[src/rtl/multiplier_pkg.sv]
// Shared constants, engine state type and helpers for the multiplier_trio block.
//   WIDTH  : operand width (two's complement)
//   PROD_W : product width
//   CNT_W  : iteration counter width
package multiplier_pkg;

  localparam int unsigned WIDTH  = 32;
  localparam int unsigned PROD_W = 2 * WIDTH;
  localparam int unsigned CNT_W  = $clog2(WIDTH);

  // Common state encoding for both sequential engines.
  typedef enum logic [1:0] {
    IDLE = 2'd0,
    RUN  = 2'd1,
    DONE = 2'd2
  } state_e;

  // Magnitude of a two's complement operand as an unsigned WIDTH-bit value.
  // The most negative value maps to 2^(WIDTH-1), which fits unsigned.
  function automatic logic [WIDTH-1:0] abs_val(input logic [WIDTH-1:0] v);
    return v[WIDTH-1] ? (~v + WIDTH'(1)) : v;
  endfunction

endpackage

[src/rtl/multiplier_trio_if.sv]
// Operand/result bundle for multiplier_trio.
//   master : drives start, m, q; observes products and status
//   slave  : the multiplier block itself
interface multiplier_trio_if;
  import multiplier_pkg::*;

  logic              start;
  logic [WIDTH-1:0]  m;
  logic [WIDTH-1:0]  q;
  logic [PROD_W-1:0] booth_product;
  logic [PROD_W-1:0] shift_product;
  logic [PROD_W-1:0] tree_product;
  logic              booth_done;
  logic              shift_done;
  logic              done;
  logic              products_match;

  modport master (
    output start, m, q,
    input  booth_product, shift_product, tree_product,
    input  booth_done, shift_done, done, products_match
  );

  modport slave (
    input  start, m, q,
    output booth_product, shift_product, tree_product,
    output booth_done, shift_done, done, products_match
  );

endinterface

[src/rtl/multiplier_trio_tree_mult_comb.sv]
// Combinational signed OP_W x OP_W multiplier built from sign-extended partial
// products summed by a balanced adder tree.
//   i_m       : signed multiplicand
//   i_q       : signed multiplier
//   o_product : signed 2*OP_W product
module tree_mult_comb #(
  parameter int unsigned OP_W = multiplier_pkg::WIDTH
) (
  input  logic [OP_W-1:0]   i_m,
  input  logic [OP_W-1:0]   i_q,
  output logic [2*OP_W-1:0] o_product
);

  localparam int unsigned PW    = 2 * OP_W;
  // Leaves 0..OP_W-1 are partial products; node OP_W+k sums nodes 2k and 2k+1,
  // so the last node is the root of the tree.
  localparam int unsigned NODES = 2 * OP_W - 1;

  logic [PW-1:0] w_m_ext;
  logic [PW-1:0] w_node [NODES];

  assign w_m_ext = {{OP_W{i_m[OP_W-1]}}, i_m};

  always_comb begin
    for (int i = 0; i < int'(NODES); i++) begin
      w_node[i] = '0;
    end
    for (int i = 0; i < int'(OP_W); i++) begin
      if (i_q[i]) begin
        w_node[i] = w_m_ext << i;
      end
    end
    // The multiplier MSB carries weight -2^(OP_W-1), so its row is subtracted.
    if (i_q[OP_W-1]) begin
      w_node[OP_W-1] = -(w_m_ext << (OP_W - 1));
    end
    for (int k = 0; k < int'(OP_W) - 1; k++) begin
      w_node[int'(OP_W) + k] = w_node[2*k] + w_node[2*k+1];
    end
  end

  assign o_product = w_node[NODES-1];

endmodule

[src/rtl/multiplier_trio.sv]
// Signed WIDTH x WIDTH multiplier with three implementations that can be
// cross-checked: radix-2 Booth (sequential), shift-accumulate on magnitudes
// (sequential) and a combinational partial-product tree.
//   clk : rising-edge clock
//   rst : synchronous active-high reset, priority over start
//   bus : multiplier_trio_if slave (start/m/q in; products, done flags, match out)
// Each sequential engine runs IDLE -> RUN -> DONE; RUN spans WIDTH edges and a
// start in any state restarts the engine with fresh operands.
module multiplier_trio
  import multiplier_pkg::*;
(
  input  logic               clk,
  input  logic               rst,
  multiplier_trio_if.slave   bus
);

  localparam logic [CNT_W-1:0] LastCnt = CNT_W'(WIDTH - 1);

  // ---------------------------------------------------------------------------
  // Booth engine
  // ---------------------------------------------------------------------------
  state_e            r_booth_state;
  state_e            w_booth_state_nxt;
  logic [WIDTH:0]    r_b_a;    // one guard bit so -M of the most negative M is exact
  logic [WIDTH:0]    r_b_m;
  logic [WIDTH-1:0]  r_b_q;
  logic              r_b_qm1;
  logic [CNT_W-1:0]  r_b_cnt;
  logic [PROD_W-1:0] r_booth_product;

  logic [WIDTH:0]    w_b_sum;
  logic [WIDTH:0]    w_b_a_nxt;
  logic [WIDTH-1:0]  w_b_q_nxt;

  always_ff @(posedge clk) begin
    if (rst) begin
      r_booth_state <= IDLE;
    end else begin
      r_booth_state <= w_booth_state_nxt;
    end
  end

  always_comb begin
    w_booth_state_nxt = r_booth_state;
    case (r_booth_state)
      IDLE:    w_booth_state_nxt = IDLE;
      RUN:     if (r_b_cnt == LastCnt) w_booth_state_nxt = DONE;
      DONE:    w_booth_state_nxt = DONE;
      default: w_booth_state_nxt = IDLE;
    endcase
    if (bus.start) begin
      w_booth_state_nxt = RUN;
    end
  end

  always_comb begin
    bus.booth_done = (r_booth_state == DONE);
  end

  always_comb begin
    w_b_sum = r_b_a;
    case ({r_b_q[0], r_b_qm1})
      2'b01:   w_b_sum = r_b_a + r_b_m;
      2'b10:   w_b_sum = r_b_a - r_b_m;
      default: w_b_sum = r_b_a;
    endcase
    // Arithmetic right shift of {A, Q, Q_-1}.
    w_b_a_nxt = {w_b_sum[WIDTH], w_b_sum[WIDTH:1]};
    w_b_q_nxt = {w_b_sum[0], r_b_q[WIDTH-1:1]};
  end

  always_ff @(posedge clk) begin
    if (rst) begin
      r_b_a           <= '0;
      r_b_m           <= '0;
      r_b_q           <= '0;
      r_b_qm1         <= 1'b0;
      r_b_cnt         <= '0;
      r_booth_product <= '0;
    end else if (bus.start) begin
      r_b_a   <= '0;
      r_b_m   <= {bus.m[WIDTH-1], bus.m};
      r_b_q   <= bus.q;
      r_b_qm1 <= 1'b0;
      r_b_cnt <= '0;
    end else if (r_booth_state == RUN) begin
      r_b_a   <= w_b_a_nxt;
      r_b_q   <= w_b_q_nxt;
      r_b_qm1 <= r_b_q[0];
      r_b_cnt <= r_b_cnt + CNT_W'(1);
      if (r_b_cnt == LastCnt) begin
        r_booth_product <= {w_b_a_nxt[WIDTH-1:0], w_b_q_nxt};
      end
    end
  end

  // ---------------------------------------------------------------------------
  // Shift-accumulate engine (unsigned magnitudes, sign applied at the end)
  // ---------------------------------------------------------------------------
  state_e            r_shift_state;
  state_e            w_shift_state_nxt;
  logic [PROD_W-1:0] r_s_mcand;
  logic [WIDTH-1:0]  r_s_mplier;
  logic [PROD_W-1:0] r_s_acc;
  logic              r_s_sign;
  logic [CNT_W-1:0]  r_s_cnt;
  logic [PROD_W-1:0] r_shift_product;

  logic [PROD_W-1:0] w_s_acc_nxt;

  always_ff @(posedge clk) begin
    if (rst) begin
      r_shift_state <= IDLE;
    end else begin
      r_shift_state <= w_shift_state_nxt;
    end
  end

  always_comb begin
    w_shift_state_nxt = r_shift_state;
    case (r_shift_state)
      IDLE:    w_shift_state_nxt = IDLE;
      RUN:     if (r_s_cnt == LastCnt) w_shift_state_nxt = DONE;
      DONE:    w_shift_state_nxt = DONE;
      default: w_shift_state_nxt = IDLE;
    endcase
    if (bus.start) begin
      w_shift_state_nxt = RUN;
    end
  end

  always_comb begin
    bus.shift_done = (r_shift_state == DONE);
  end

  always_comb begin
    w_s_acc_nxt = r_s_mplier[0] ? (r_s_acc + r_s_mcand) : r_s_acc;
  end

  always_ff @(posedge clk) begin
    if (rst) begin
      r_s_mcand       <= '0;
      r_s_mplier      <= '0;
      r_s_acc         <= '0;
      r_s_sign        <= 1'b0;
      r_s_cnt         <= '0;
      r_shift_product <= '0;
    end else if (bus.start) begin
      r_s_mcand  <= {{WIDTH{1'b0}}, abs_val(bus.m)};
      r_s_mplier <= abs_val(bus.q);
      r_s_acc    <= '0;
      r_s_sign   <= bus.m[WIDTH-1] ^ bus.q[WIDTH-1];
      r_s_cnt    <= '0;
    end else if (r_shift_state == RUN) begin
      r_s_acc    <= w_s_acc_nxt;
      r_s_mcand  <= r_s_mcand << 1;
      r_s_mplier <= r_s_mplier >> 1;
      r_s_cnt    <= r_s_cnt + CNT_W'(1);
      if (r_s_cnt == LastCnt) begin
        r_shift_product <= r_s_sign ? -w_s_acc_nxt : w_s_acc_nxt;
      end
    end
  end

  // ---------------------------------------------------------------------------
  // Combinational tree and outputs
  // ---------------------------------------------------------------------------
  logic [PROD_W-1:0] w_tree_product;

  tree_mult_comb #(
    .OP_W (WIDTH)
  ) u_tree (
    .i_m       (bus.m),
    .i_q       (bus.q),
    .o_product (w_tree_product)
  );

  assign bus.booth_product  = r_booth_product;
  assign bus.shift_product  = r_shift_product;
  assign bus.tree_product   = w_tree_product;
  assign bus.done           = bus.booth_done & bus.shift_done;
  assign bus.products_match = bus.done
                              & (r_booth_product == r_shift_product)
                              & (r_shift_product == w_tree_product);

endmodule

[src/flat_wrapper.sv]
// flat-port wrapper written by rule: the top's interface ports become plain ports
module multiplier_trio_flat import multiplier_pkg::*;
  (clk, rst, bus_start, bus_m, bus_q, bus_booth_product, bus_shift_product, bus_tree_product, bus_booth_done, bus_shift_done, bus_done, bus_products_match);
  multiplier_trio_if bus_i ();
  input  logic clk;
  input  logic rst;
  input wire logic [$bits(bus_i.start)-1:0] bus_start;
  input wire logic [$bits(bus_i.m)-1:0] bus_m;
  input wire logic [$bits(bus_i.q)-1:0] bus_q;
  output wire logic [$bits(bus_i.booth_product)-1:0] bus_booth_product;
  output wire logic [$bits(bus_i.shift_product)-1:0] bus_shift_product;
  output wire logic [$bits(bus_i.tree_product)-1:0] bus_tree_product;
  output wire logic [$bits(bus_i.booth_done)-1:0] bus_booth_done;
  output wire logic [$bits(bus_i.shift_done)-1:0] bus_shift_done;
  output wire logic [$bits(bus_i.done)-1:0] bus_done;
  output wire logic [$bits(bus_i.products_match)-1:0] bus_products_match;
  assign bus_i.start = bus_start;
  assign bus_i.m = bus_m;
  assign bus_i.q = bus_q;
  assign bus_booth_product = bus_i.booth_product;
  assign bus_shift_product = bus_i.shift_product;
  assign bus_tree_product = bus_i.tree_product;
  assign bus_booth_done = bus_i.booth_done;
  assign bus_shift_done = bus_i.shift_done;
  assign bus_done = bus_i.done;
  assign bus_products_match = bus_i.products_match;
  multiplier_trio u_core (.clk(clk), .rst(rst), .bus(bus_i));
endmodule
[config.mk]
export PLATFORM = sky130hd
export DESIGN_NAME = multiplier_trio_flat
export DESIGN_NICKNAME = d
export VERILOG_FILES = /design/src/rtl/multiplier_pkg.sv /design/src/rtl/multiplier_trio_if.sv /design/src/rtl/multiplier_trio_tree_mult_comb.sv /design/src/rtl/multiplier_trio.sv /design/src/flat_wrapper.sv
export SDC_FILE = /design/constraint.sdc
export NUM_CORES = 2
export LEC_CHECK = 0
export BUFFER_PORTS_ARGS = -buffer_cell sky130_fd_sc_hd__buf_2
export CAP_MARGIN = 10
export CORE_MARGIN = 2
export CORE_UTILIZATION = 60
export CTS_CLUSTER_DIAMETER = 30
export DETAILED_ROUTE_END_ITERATION = 12
export PLACE_DENSITY = 0.84
export SLEW_MARGIN = 20
export SYNTH_ARGS = -nofsm -noshare
export SYNTH_HDL_FRONTEND = slang
export SYNTH_HIERARCHICAL = 1
export SYNTH_SLANG_ARGS = --single-unit
[constraint.sdc]
create_clock -name clk -period 27.9 [get_ports clk]
set_input_delay 5.58 -clock clk [delete_from_list [all_inputs] [get_ports clk]]
set_output_delay 5.58 -clock clk [all_outputs]
set_load 0.01 [all_outputs]
## After elaboration in Yosys (flattened, before gate mapping)

Cells that the tools add are included.

- $add $sub $neg: 40
- Multiply operators: 0
- Divide/modulo/power cells: 0
- $lt $le $gt $ge: 0
- Eq/ne operators: 14
- Shifts and indexed selects: 0
- Mux-type cells: 49
- Bitwise operators: 7
- Reduce and logical (&&, ||, !) cells: 5

Operators with widths:

| operator | count |
|---|---|
| $mux 64 | 34 |
| $add 64x64->64 | 32 |
| $mux 32 | 8 |
| $eq 64x64->1 | 2 |
| $neg 64->64 | 2 |
| $pmux 33 s2 | 1 |
| $add 32x1->32 const B | 2 |
| $not 32->32 | 2 |
| $add 32x32->33 | 1 |
| $sub 32x32->33 | 1 |
| $add 5x1->5 const B | 2 |
| $eq 5x5->1 const B | 2 |
| $pmux 2 s2 | 2 |
| $eq 2x1->1 const B | 3 |
| $eq 2x2->1 const B | 3 |
| $reduce_and 3->1 | 2 |
| $mux 2 | 2 |
| $reduce_bool 2->1 | 2 |
| $and 1x1->1 | 3 |
| $ne 3x2->1 const B | 1 |
| $ne 3x3->1 const B | 1 |
| $mux 1 | 2 |
| $ne 2x1->1 const B | 1 |
| $ne 2x2->1 const B | 1 |
| 3 further kinds | 3 |

- Flip-flop bits (word level): 400
- Bits in latches: 0
- Memory bits (writable): 0
- Bits in read-only memories: 0
- Input port bits: 67
- Output and inout bits: 196
- Logic and storage cells: 132
- Memories: 0

## Longest topological paths before layout

- Depth after elaboration: 9
- Depth in mapped cells: 41
- Mapped depth without buffers: 38

## By module

The synthesis kept the hierarchy.

By module, submodules not included:

| module | instances | cells an instance | area an instance (um^2) | seq. area each (um^2) |
|---|---|---|---|---|
| tree_mult_comb | 1 | 4,056 | 36,568.8 | 0.0 |
| multiplier_trio | 1 | 3,491 | 26,925.8 | 8,007.7 |

## Worst setup path before layout

No wires, ideal clock.

- Kind: input -> output
- Start point: input bus_m[5]
- End point: output bus_products_match
- Data arrival time: 14.615 ns
- Data required time: 22.320 ns
- Path slack: 7.705 ns
- Cell stages on the path: 39
- Buffers on the path: 2
- Cells stage by stage: clkbuf_1 -> or4_1 -> nor4_2 -> nand2_1 -> or2_2 -> nor4_1 -> xnor2_1 -> and2_1 -> fa_1 -> inv_1 -> fa_1 -> fa_1 -> fa_1 -> fa_1 -> fa_1 -> inv_1 -> fa_1 -> inv_1 -> (+3 left out) -> clkbuf_1 -> nand4_1 -> nor2_1 -> a311oi_1 -> nand3_1 -> o31a_1 -> a311o_1 -> a31o_2 -> a21oi_1 -> xor2_1 -> inv_1 -> o22ai_1 -> nor4_1 -> nand3_1 -> nor3_1 -> nand4_1 -> nor4_1 -> and3_1

- Longest elaborated chain between the ends: 9
- Elaborated cells between the ends (all ways): 66
- Those cells by class: add/sub: 32; eq/ne: 1; mux: 32; bitwise: 1

Ends and longest elaborated chain:

| item | line | source |
|---|---|---|
| start: declaration | flat_wrapper.sv:8 | `input wire logic [$bits(bus_i.m)-1:0] bus_m;` |
| $neg 64->64 | multiplier_trio_tree_mult_comb.sv:35 | `w_node[OP_W-1] = -(w_m_ext << (OP_W - 1));` |
| $mux 64 | multiplier_trio_tree_mult_comb.sv:34 | `if (i_q[OP_W-1]) begin` |
| $add 64x64->64 (4 in series) | multiplier_trio_tree_mult_comb.sv:38 | `w_node[int'(OP_W) + k] = w_node[2*k] + w_node[2*k+1];` |
| $add 64x64->64 * | multiplier_trio_tree_mult_comb.sv:38 |  |
| named net bus_tree_product[63] | flat_wrapper.sv:12 | `output wire logic [$bits(bus_i.tree_product)-1:0] bus_tree_product;` |
| $eq 64x64->1 * | multiplier_trio.sv:184 | `& (r_shift_product == w_tree_product);` |
| $and 1x1->1 * | multiplier_trio.sv:184 |  |
| end: declaration | flat_wrapper.sv:16 | `output wire logic [$bits(bus_i.products_match)-1:0] bus_products_match;` |

The timed path passes the listed nets; every way through them passes the cells marked *.

## Worst setup path after layout

- Start point: input bus_q[2]
- End point: output bus_products_match

- Longest elaborated chain between the ends: 8

Ends and longest elaborated chain:

| item | line | source |
|---|---|---|
| start: declaration | flat_wrapper.sv:9 | `input wire logic [$bits(bus_i.q)-1:0] bus_q;` |
| $mux 64 | multiplier_trio_tree_mult_comb.sv:29 | `if (i_q[i]) begin` |
| $add 64x64->64 (5 in series) | multiplier_trio_tree_mult_comb.sv:38 |  |
| $eq 64x64->1 | multiplier_trio.sv:184 |  |
| $and 1x1->1 | multiplier_trio.sv:184 |  |

Every way passes these cells.

==> results.rst <==
.. list-table::
   :header-rows: 1

   * - Metric
     - Value
   * - Result of the run
     - complete, no violations
   * - Worst Reg2Reg Path Length in Cells
     - 21
   * - Starting DRT DRC Count
     - 6976
   * - Critical-path maximum fanout
     - 37
   * - Number of buffers between clock root and the deepest sink
     - 3
   * - Die area
     - 108000 um2
   * - R2R setup slack
     - ~22 ns
   * - Number of setup violations in the final report
     - 0
   * - Skew-Pair Late Insertion Delay
     - 0.68 ns
   * - Core Area
     - 105000 um2
   * - Count of unique library cells instantiated by Yosys
     - 89
   * - RSZ-0062 raised after global routing
     - false
   * - Slack of the critical path
     - 5.87 ns
   * - Die Span Y
     - 329 um
   * - Antenna violation net count after detailed routing
     - 0
   * - Data required, critical path
     - roughly 22 ns
   * - Total via count after detailed routing
     - about 57000
   * - Final-report hold violation count
     - 0
   * - Max-capacitance violation count
     - 0
   * - Slowest stage delay, CP
     - 0.83 ns
   * - Total negative slack
     - 0 ns
   * - Last element of the critical path
     - bus_products_match
   * - Post-Syn Nets
     - approximately 9000
   * - Via density per instance
     - 6.36
   * - Path type of the worst setup path
     - in2out
   * - Total number of placement rows
     - 119
   * - Count of port buffers added during placement
     - 262
   * - Yosys warns
     - 6
   * - Detail-routed net length per standard cell
     - 24.8 um
   * - Final routed DRC violation total
     - 0
   * - Critical Path Source
     - bus_q[2]
   * - Cell repeated most along the worst path
     - sky130_fd_sc_hd__fa_1
   * - Arrival time of data at the critical path endpoint
     - approximately 16 ns
   * - Count of TritonRoute iterations in the first routing pass
     - 8
   * - Reg2reg start
     - u_core/r_b_m[2]
   * - Sequential area share after synthesis
     - 0.126
   * - Share of async-settable or async-resettable flops after synthesis
     - 0
   * - Post-synthesis average cell area
     - 8.41 um2
   * - Initial Utilization
     - 0.604
   * - Worst setup slack after placement
     - between 6 and 7 ns
   * - Layout cell share with drive strength beyond 1
     - 0.0768
   * - Wire length after detailed routing
     - 224000 um
   * - Synth-to-Final Area Change
     - 8.64%
   * - Kind of launch point of the worst setup path
     - input port
   * - Total number of nets in the final design
     - 8977
   * - Number of fillers in the final layout
     - between 8000 and 9000
   * - Rel. slew slack
     - 0.150
   * - CTS root buf
     - sky130_fd_sc_hd__clkbuf_16
   * - Fmax
     - around 45 MHz
   * - Clock tree from TritonCTS
     - built
   * - Fin util
     - 0.656
   * - Number of sinks handled by clock tree synthesis
     - 400
   * - Actual transition at the worst max-transition pin
     - 1.27 ns
   * - Post-route minimum period
     - between 20 and 25 ns
   * - RR Endpoint
     - u_core/bus.booth_product[58]
   * - Post-detailed-placement half-perimeter wirelength
     - 170000 um
   * - CTS H-tree lvls
     - 3
   * - Setup Skew
     - 0.0867 ns
   * - TritonCTS buffer count
     - between 80 and 90
   * - Largest net degree at the start of global routing
     - between 100 and 150
   * - Number of global-route vias before repair
     - 56441
   * - Synthesis-stage register bit count
     - 400
   * - Fraction of the cycle the final worst path needs
     - 0.790
   * - Min-delay worst type
     - reg2reg
   * - Total Routing Usage GR
     - 0.408
   * - Netlist area before placement
     - 63500 um2
   * - Register clock-pin slew on the reported worst setup and hold paths
     - ~0.05 ns
   * - Number of post-CTS setup repair buffers
     - 0
   * - EDFF count, synth
     - 0
   * - Hold Buf Count CTS
     - 0
   * - Slew Viols, Final
     - 0
   * - Critical path endpoint category
     - primary output
   * - Resized cells post-CTS
     - 0
   * - Dominant register cell in the synthesized netlist
     - sky130_fd_sc_hd__dfxtp_1
   * - Number of antenna violations at the first check in global routing
     - 17
   * - Synthesized instance count
     - ~7500
   * - Global-route wire length before repair
     - 335000 um
   * - Final estimated routing congestion in global placement
     - 1.08
   * - Slowest stage cell, crit path
     - sky130_fd_sc_hd__a211oi_1
   * - Die span in x
     - 329 um
   * - Boundary Pins
     - 263
   * - Remaining global-route overflow
     - 0
## synth_stat cells, types with 15 or more instances
| library cell | instances | area (um2) |
|---|---|---|
| sky130_fd_sc_hd__nand4_1 | 65 | 407 |
| sky130_fd_sc_hd__nand3_1 | 74 | 370 |
| sky130_fd_sc_hd__o21bai_1 | 24 | 180 |
| sky130_fd_sc_hd__nor2_1 | 470 | 1760 |
| sky130_fd_sc_hd__xnor2_1 | 182 | 1590 |
| sky130_fd_sc_hd__or3_1 | 48 | 300 |
| sky130_fd_sc_hd__dfxtp_1 | 400 | 8010 |
| sky130_fd_sc_hd__xor2_1 | 131 | 1150 |
| sky130_fd_sc_hd__inv_1 | 1192 | 4470 |
| sky130_fd_sc_hd__fa_1 | 1090 | 21800 |
| sky130_fd_sc_hd__nor3_1 | 99 | 495 |
| sky130_fd_sc_hd__o22ai_1 | 27 | 169 |
| sky130_fd_sc_hd__a211o_1 | 15 | 131 |
| sky130_fd_sc_hd__o31ai_1 | 38 | 285 |
| sky130_fd_sc_hd__o21ai_0 | 204 | 1020 |
| sky130_fd_sc_hd__nand2b_1 | 37 | 231 |
| sky130_fd_sc_hd__a221oi_1 | 32 | 280 |
| sky130_fd_sc_hd__clkbuf_1 | 415 | 1560 |
| sky130_fd_sc_hd__nor4_1 | 29 | 181 |
| sky130_fd_sc_hd__a21oi_1 | 311 | 1560 |
| sky130_fd_sc_hd__or4_1 | 25 | 188 |
| sky130_fd_sc_hd__o2111ai_1 | 16 | 140 |
| sky130_fd_sc_hd__and3_1 | 40 | 250 |
| sky130_fd_sc_hd__nor2b_1 | 82 | 513 |
| sky130_fd_sc_hd__a31oi_1 | 41 | 257 |
| sky130_fd_sc_hd__and2_1 | 387 | 2420 |
| sky130_fd_sc_hd__a21o_1 | 58 | 435 |
| sky130_fd_sc_hd__mux2i_1 | 143 | 1430 |
| sky130_fd_sc_hd__ha_1 | 280 | 3500 |
| sky130_fd_sc_hd__o21a_1 | 26 | 195 |
| sky130_fd_sc_hd__nand2_1 | 1020 | 3830 |
| sky130_fd_sc_hd__a211oi_1 | 240 | 1800 |
| sky130_fd_sc_hd__o211ai_1 | 27 | 203 |
| sky130_fd_sc_hd__buf_1 | 23 | 86.3 |
## layout by cell type (no fill, tap or decap), types with 27 or more instances in the layout
cell type	instances
sky130_fd_sc_hd__nand2b_1	37
sky130_fd_sc_hd__nor3_1	99
sky130_fd_sc_hd__buf_4	89
sky130_fd_sc_hd__and3_1	40
sky130_fd_sc_hd__a221oi_1	32
sky130_fd_sc_hd__buf_2	260
sky130_fd_sc_hd__mux2i_1	143
sky130_fd_sc_hd__xnor2_1	180
sky130_fd_sc_hd__ha_1	278
sky130_fd_sc_hd__nor2_1	469
sky130_fd_sc_hd__o21ai_0	204
sky130_fd_sc_hd__o211ai_1	27
sky130_fd_sc_hd__nand2_1	1020
sky130_fd_sc_hd__clkbuf_16	88
sky130_fd_sc_hd__nand4_1	65
sky130_fd_sc_hd__dfxtp_1	398
sky130_fd_sc_hd__a31oi_1	41
sky130_fd_sc_hd__o31ai_1	38
sky130_fd_sc_hd__a211oi_1	240
sky130_fd_sc_hd__or3_1	48
sky130_fd_sc_hd__inv_1	1191
sky130_fd_sc_hd__nor2b_1	82
sky130_fd_sc_hd__a21oi_1	311
sky130_fd_sc_hd__nand3_1	74
sky130_fd_sc_hd__fa_1	1089
sky130_fd_sc_hd__nor4_1	29
sky130_fd_sc_hd__xor2_1	131
sky130_fd_sc_hd__o22ai_1	27
sky130_fd_sc_hd__a21o_1	58
sky130_fd_sc_hd__and2_1	387
## cell type report
| cell class | count | area [um2] | share of cell area |
|---|---|---|---|
| Antenna cell | 13 | 32.5 | 0.000472 |
| Clock buffer | 98 | 2300 | 0.0333 |
| Clock inverter | 65 | 1010 | 0.0146 |
| Inverter | 1193 | 4480 | 0.0649 |
| Multi-Input combinational cell | 5504 | 49400 | 0.716 |
| Sequential cell | 400 | 8010 | 0.116 |
| Tap cell | 1391 | 1740 | 0.0252 |
| Timing Repair Buffer | 353 | 2040 | 0.0295 |
## kinds of logic (layout without fill, tap and decap cells)
kind of cell,Yosys count,after routing,synth area share
AOI/OAI and AO/OA,1226,1226,0.129
buffers and inverters,1643,1709,0.0976
xor gates and xnor gates,314,314,0.0434
adders and majority gates,1370,1370,0.399
and+or+nand+nor,2441,2441,0.181
other,0,13,0
muxes,153,153,0.0243
DFF,400,400,0.126
## sequential cells by signal (all words and copies together), names as in the netlist
signal and count:
u_core/r_b_q 32, u_core/r_shift_state 2, u_core/r_s_mplier 32, u_core/r_b_m 32, u_core/r_b_cnt 5, u_core/r_s_cnt 5, u_core/r_b_qm1 1, u_core/bus.shift_product 64
u_core/r_s_mcand 64, u_core/bus.booth_product 64, u_core/r_s_sign 1, u_core/r_s_acc 64, u_core/r_b_a 32, u_core/r_booth_state 2
## metal layers
metal  vias up  part of all wire  global-route usage
li1      24231                 -                   -
met1     28437              0.37               0.537
met2      3883              0.43               0.609
met3       826              0.13               0.110
met4        14             0.064               0.232
met5         -           0.00060                   0
## worst min-delay path by stage
| stage | cells after the start | to | from |
|---|---|---|---|
| 2_1_floorplan | 2 | u_core/bus.booth_product[0] | u_core/r_b_q[1] |
| 3_3_place_gp | 2 | u_core/bus.shift_product[3] | u_core/bus.shift_product[3] |
| 3_5_place_dp | 2 | u_core/bus.booth_product[10] | u_core/r_b_q[11] |
| 4_1_cts | 2 | u_core/bus.booth_product[29] | u_core/bus.booth_product[29] |
| 5_1_grt | 2 | u_core/bus.shift_product[51] | u_core/bus.shift_product[51] |
| 6_report | 2 | u_core/bus.shift_product[51] | u_core/bus.shift_product[51] |
## worst max-delay path, delay by kind of cell
| family | cells | cell delay (ns) |
|---|---|---|
| AO/OA/AOI/OAI | 7 | 2.18 |
| AND/OR/NAND/NOR | 8 | 2.28 |
| adder cells (fa/ha/maj) | 9 | 4.69 |
| buffers and inverters | 9 | 1.65 |
## through the flow
step	instance area [um2]	hold slack, ns	instances
6_report	69000	0.464	9017
5_1_grt	68900	0.494	9004
4_1_cts	68900	0.466	9003
3_5_place_dp	65600	0.459	8840
3_3_place_gp	65600	0.455	8839
2_1_floorplan	63500	0.437	7547
Power is not shown: default switching activity piles up to over one toggle a cycle in this logic, so the estimate is an artifact.
